===== src/rtl/vga_sync_gen.sv =====
// vga_sync_gen: VGA horizontal/vertical timing, sync, video-on and linear pixel address generator
module vga_sync_gen #(
  parameter int CLK_DIV   = 2,
  parameter int H_VISIBLE = 640,
  parameter int H_FP      = 16,
  parameter int H_SYNC    = 96,
  parameter int H_BP      = 48,
  parameter int V_VISIBLE = 480,
  parameter int V_FP      = 10,
  parameter int V_SYNC    = 2,
  parameter int V_BP      = 33,
  parameter int SYNC_POL  = 0
) (
  input  logic        clk,
  input  logic        rst,
  output logic        pix_en,
  output logic [9:0]  hc,
  output logic [9:0]  vc,
  output logic        hsync,
  output logic        vsync,
  output logic        vidon,
  output logic [18:0] pix_addr,
  output logic        frame_start
);
  localparam int H_TOTAL = H_VISIBLE + H_FP + H_SYNC + H_BP;
  localparam int V_TOTAL = V_VISIBLE + V_FP + V_SYNC + V_BP;
  localparam int DW = CLK_DIV > 1 ? $clog2(CLK_DIV) : 1;
  localparam logic [DW-1:0] DIV_LAST = DW'(CLK_DIV - 1);
  localparam logic SP = 1'(SYNC_POL);
  logic [DW-1:0] div_q, div_d;
  logic [9:0]    hc_q, hc_d, vc_q, vc_d;
  logic [18:0]   pix_addr_q, pix_addr_d;
  logic          active_q, active_d, frame_start_q, frame_start_d;
  logic          h_end, v_end, hs_on, vs_on;
  always_comb begin
    pix_en = active_q & (div_q == DIV_LAST);
    h_end = hc_q == 10'(H_TOTAL - 1);
    v_end = vc_q == 10'(V_TOTAL - 1);
    hs_on = (hc_q >= 10'(H_VISIBLE + H_FP)) & (hc_q < 10'(H_VISIBLE + H_FP + H_SYNC));
    vs_on = (vc_q >= 10'(V_VISIBLE + V_FP)) & (vc_q < 10'(V_VISIBLE + V_FP + V_SYNC));
    vidon = active_q & (hc_q < 10'(H_VISIBLE)) & (vc_q < 10'(V_VISIBLE));
    hsync = (active_q & hs_on) ? SP : ~SP;
    vsync = (active_q & vs_on) ? SP : ~SP;
    active_d = 1'b1;
    // divider only runs once active so the first pixel gets its full CLK_DIV clks
    div_d = (!active_q || div_q == DIV_LAST) ? '0 : div_q + DW'(1);
    hc_d = pix_en ? (h_end ? '0 : hc_q + 10'd1) : hc_q;
    vc_d = (pix_en & h_end) ? (v_end ? '0 : vc_q + 10'd1) : vc_q;
    pix_addr_d = !pix_en ? pix_addr_q : (h_end & v_end) ? '0 : vidon ? pix_addr_q + 19'd1 : pix_addr_q;
    frame_start_d = pix_en & h_end & v_end;
  end
  always_ff @(posedge clk) begin
    if (rst) begin
      div_q         <= '0;
      hc_q          <= '0;
      vc_q          <= '0;
      pix_addr_q    <= '0;
      active_q      <= 1'b0;
      frame_start_q <= 1'b0;
    end else begin
      div_q         <= div_d;
      hc_q          <= hc_d;
      vc_q          <= vc_d;
      pix_addr_q    <= pix_addr_d;
      active_q      <= active_d;
      frame_start_q <= frame_start_d;
    end
  end
  assign hc          = hc_q;
  assign vc          = vc_q;
  assign pix_addr    = pix_addr_q;
  assign frame_start = frame_start_q;
endmodule

===== config.mk =====
export PLATFORM = sky130hd
export DESIGN_NAME = vga_sync_gen
export DESIGN_NICKNAME = d
export VERILOG_FILES = /design/src/rtl/vga_sync_gen.sv
export SDC_FILE = /design/constraint.sdc
export NUM_CORES = 1
export LEC_CHECK = 0
export ABC_CLOCK_PERIOD_IN_PS = 2300
export BUFFER_PORTS_ARGS = -buffer_cell sky130_fd_sc_hd__buf_2
export CORE_ASPECT_RATIO = 0.8
export CORE_UTILIZATION = 54
export CTS_CLUSTER_DIAMETER = 60
export DETAILED_ROUTE_END_ITERATION = 10
export GPL_ROUTABILITY_DRIVEN = 0
export HOLD_SLACK_MARGIN = 0.02
export PLACE_DENSITY = 0.84
export REMOVE_ABC_BUFFERS = 1
export SYNTH_ARGS = -nofsm -noshare
export SYNTH_HDL_FRONTEND = slang
export SYNTH_SLANG_ARGS = --single-unit

===== constraint.sdc =====
create_clock -name clk -period 2.3 [get_ports clk]
set_clock_uncertainty 0.1 [all_clocks]
set_input_delay 0.23 -clock clk [delete_from_list [all_inputs] [get_ports clk]]
set_output_delay 0.23 -clock clk [all_outputs]
set_load 0.01 [all_outputs]

==> run_results.csv <==
group,metric,value,unit
logic_synthesis,netlist_area,2102,um^2
sta,part_of_the_cycle_the_worst_path_needs,92.79,%
flow_run,maxCapViolations,0,
sta,rsz0062_at_grt,"no",
grt,first_global_vias,1822,
logic_synthesis,synth_async_sr_flop_share,0,%
sta,fmaxAchievable,468.5,MHz
critical_path,crit_path_end_kind,"flip-flop",
logic_synthesis,synth_most_common_cell,"dfxtp_1",
clock_network,cts_made_buffers,5,
floorplanning,die_area,4148,um^2
critical_path,critical_path.top_delay_family,"simple AND/OR/NAND/NOR gates",
critical_path,worst-endpoint-required,2430,ps
drt,drt-pass1-iter-count,4,
layout,finalInstanceArea,2521,um^2
layout,post_layout_nonfiller_instances,348,
floorplanning,row_count,19,
clock_network,cts_sinks,42,
sta,finalCriticalPeriod,2134,ps
critical_path,path_buf_inv,1,
outcome,status,"completed",
floorplanning,fp.dieH,57.81,um
logic_synthesis,yosysTopAreaCellShare,40.00,%
grt,met1_usage,36.70,%
placed_design,post_placement_cell_count,340,
grt,met3_resource_use_gr,4.870,%
grt,grt_max_degree,23,
critical_path,start_kind,"flip-flop",
logic_synthesis,synth.top_cells.by_area,"dfxtp_1 40%, a21oi_1 4.8%, nor2_1 4.6%",
logic_synthesis,ys_seq_area_share,40.00,%
drt,drt-total-wl,5017,um
clock_network,cts_tree,"yes",
floorplanning,design.core.area,3566,um^2
clock_network,clock_tree.root_cell,"clkbuf_8",
logic_synthesis,synth-seq-cells,42,
layout,nNetsFinal,313,
sta,final-setup-viol-count,0,
critical_path,critical_path_class,"reg -> reg",
grt,grt.overflow.total,0,
layout,fillers,312,
logic_synthesis,syn_area_per_cell,8.341,um^2
sta,finalWorstSetupSlack,165.7,ps
critical_path,crit_path_cell_trace,"inv_1, ha_1, nor4bb_2, and4_4, a21oi_4, or4_1, a21oi_1",
hold_path,hp-class,"in -> reg",
logic_synthesis,synth_warnings,0,
sta,hold_viol_final,0,
clock_network,worstSkewPairLatency,290,ps
floorplanning,initial_utilization,58.95,%
critical_path,crit_path_top_delay_cell,"or4_1",
critical_path,cp_max_fo,22,
placed_design,post-dp-hpwl,3554,um
drt,vias,2045,
clock_network,clk_pin_slew,80,ps
floorplanning,number_of_ports_placed_on_the_die_boundary,46,
sta,maxSlewHeadroom,59.61,%
critical_path,cpPeakStageDelay,540,ps
logic_synthesis,synth.largest_area_cell,"dfxtp_1",
logic_synthesis,dominantRegCellSynth,"dfxtp_1",
drt,vias_per_cell,5.876,
grt,met2_usage,39.62,%
sta,timing_max_transition_violations_final,0,
power_and_ir_drop,power_per_cell_area,528.1,nW/um^2
layout,final_core_util,70.70,%
sta,totalNegativeSetupSlack,0,ps
drt,final_antenna_net_count,0,
placed_design,portBuffers,45,
logic_synthesis,synth_enable_flop_cells,0,
floorplanning,floorplan.die.width,71.76,um
grt,gr-max-usage-layer,"met2",
logic_synthesis,synth_common_cells,"42 x dfxtp_1, 26 x nor2_1, 24 x nand2_1",
layout,drive_gt1_share,21.90,%
grt,first_pass_grt_wire_length,8245,um
clock_network,holdBufCountCts,0,
grt,globalRouteTotalUtil,25.67,%
clock_network,clock_tree.htree_level_count,2,
placed_design,place_area,2395,um^2
layout,n_antenna_cell,0,
grt,antenna_found_initial,0,
sta,tightest_slew,601.2,ps
logic_synthesis,netlist-cell-type-count,46,
placed_design,post-place-ws,100.3,ps
drt,drc,0,
power_and_ir_drop,leakage_power,0.001072,uW
layout,areaGrowthSynthToFinish,19.94,%
drt,drt_iter0_drc,144,
clock_network,ctsLongestPathBuffers,2,
power_and_ir_drop,max-vdd-ir-drop,0.0004857,V
drt,wl_per_cell,14.42,um
critical_path,timing.critical_path.arrival,2260,ps
logic_synthesis,post_synth_inst_count,252,
-- registers in the layout, summed over array words and instances (netlist names) --
register     flops
hc              10
div_q            1
pix_addr        19
vc              10
active_q         1
frame_start      1
-- worst paths after layout --
check,startpoint,to,slack [ps],depth (start not counted)
setup / recovery,vc[0],pix_addr[11],170,7
hold / removal,rst,pix_addr[0],210,2
setup reg to reg,vc[0],pix_addr[11],170,7
hold reg to reg,div_q,div_q,350,1
-- cells in the final DEF (no fill, tap or decap), types with 2 or more instances in the layout --
master    count
a31oi_1       4
buf_2        45
nor2_1       26
ha_1          6
nand3_1      13
or4_1         4
and4_4        2
o21ai_0      12
xor2_1        8
mux2i_1       2
and3_1        8
nand2b_1      2
a21oi_1      20
xnor2_1       8
nand4b_1      3
and2_1        6
nand2_1      24
and4_1        2
or3_1         9
clkbuf_8      8
inv_1         5
buf_4        10
dfxtp_1      42
nor3_1        5
o31ai_1       2
nand4_1      11
-- report_power, final --
group / internal [uW] / switching, uW
registers: 730 / 4.08
clock network: 303 / 252
logic: 13.1 / 28.5
total: 1050 / 285
-- per-layer routing --
layer	up-vias	wire length, um	part of all wire [%]
li1	1012	-	-
met1	956	2410	48
met2	72	2289	46
met3	5	288	5.7
met4	0	30	0.60
met5	-	0	0
-- cell families (layout without fill, tap and decap cells) --
group	Yosys count	after routing	share of synthesized area [%]
adders and majority gates	6	6	3.571
AOI/OAI and AO/OA	47	47	12.98
muxes	2	2	0.9524
and+or+nand+nor	124	124	31.91
buffers and inverters	15	69	3.928
DFF	42	42	40.00
xor gates and xnor gates	16	16	6.667
-- worst register-to-register path, cell delays in order (launching register included) --
cell and delay, ps:
dfxtp_1 320, inv_1 70, ha_1 150, nor4bb_2 290
and4_4 290, a21oi_4 150, or4_1 540, a21oi_1 160
-- timing repair --
item / in CTS / in global routing
endpoints found under the hold margin: 0 / 0
buffers inserted: 0 / 0
setup endpoints to repair: 0 / 14
gates resized for setup: 0 / 4
-- area by class of cell --
class                           instances  area (um^2)  area share, %
Multi-Input combinational cell        195         1195          47.39
Sequential cell                        42        840.8          33.35
Timing Repair Buffer                   55        300.3          11.91
Clock buffer                            8        110.1          4.367
Tap cell                               42        52.55          2.084
Inverter                                6        22.52         0.8933
-- through the flow --
stage / hold slack (ps) / power (uW)
6_report: 205.9 / 1331
5_1_grt: 217.6 / 1380
4_1_cts: 202.6 / 1331
3_5_place_dp: 337.8 / 792.2
3_3_place_gp: 323.2 / 791.0
2_1_floorplan: 199.1 / 771.9
(Power assumes the default switching activity.)
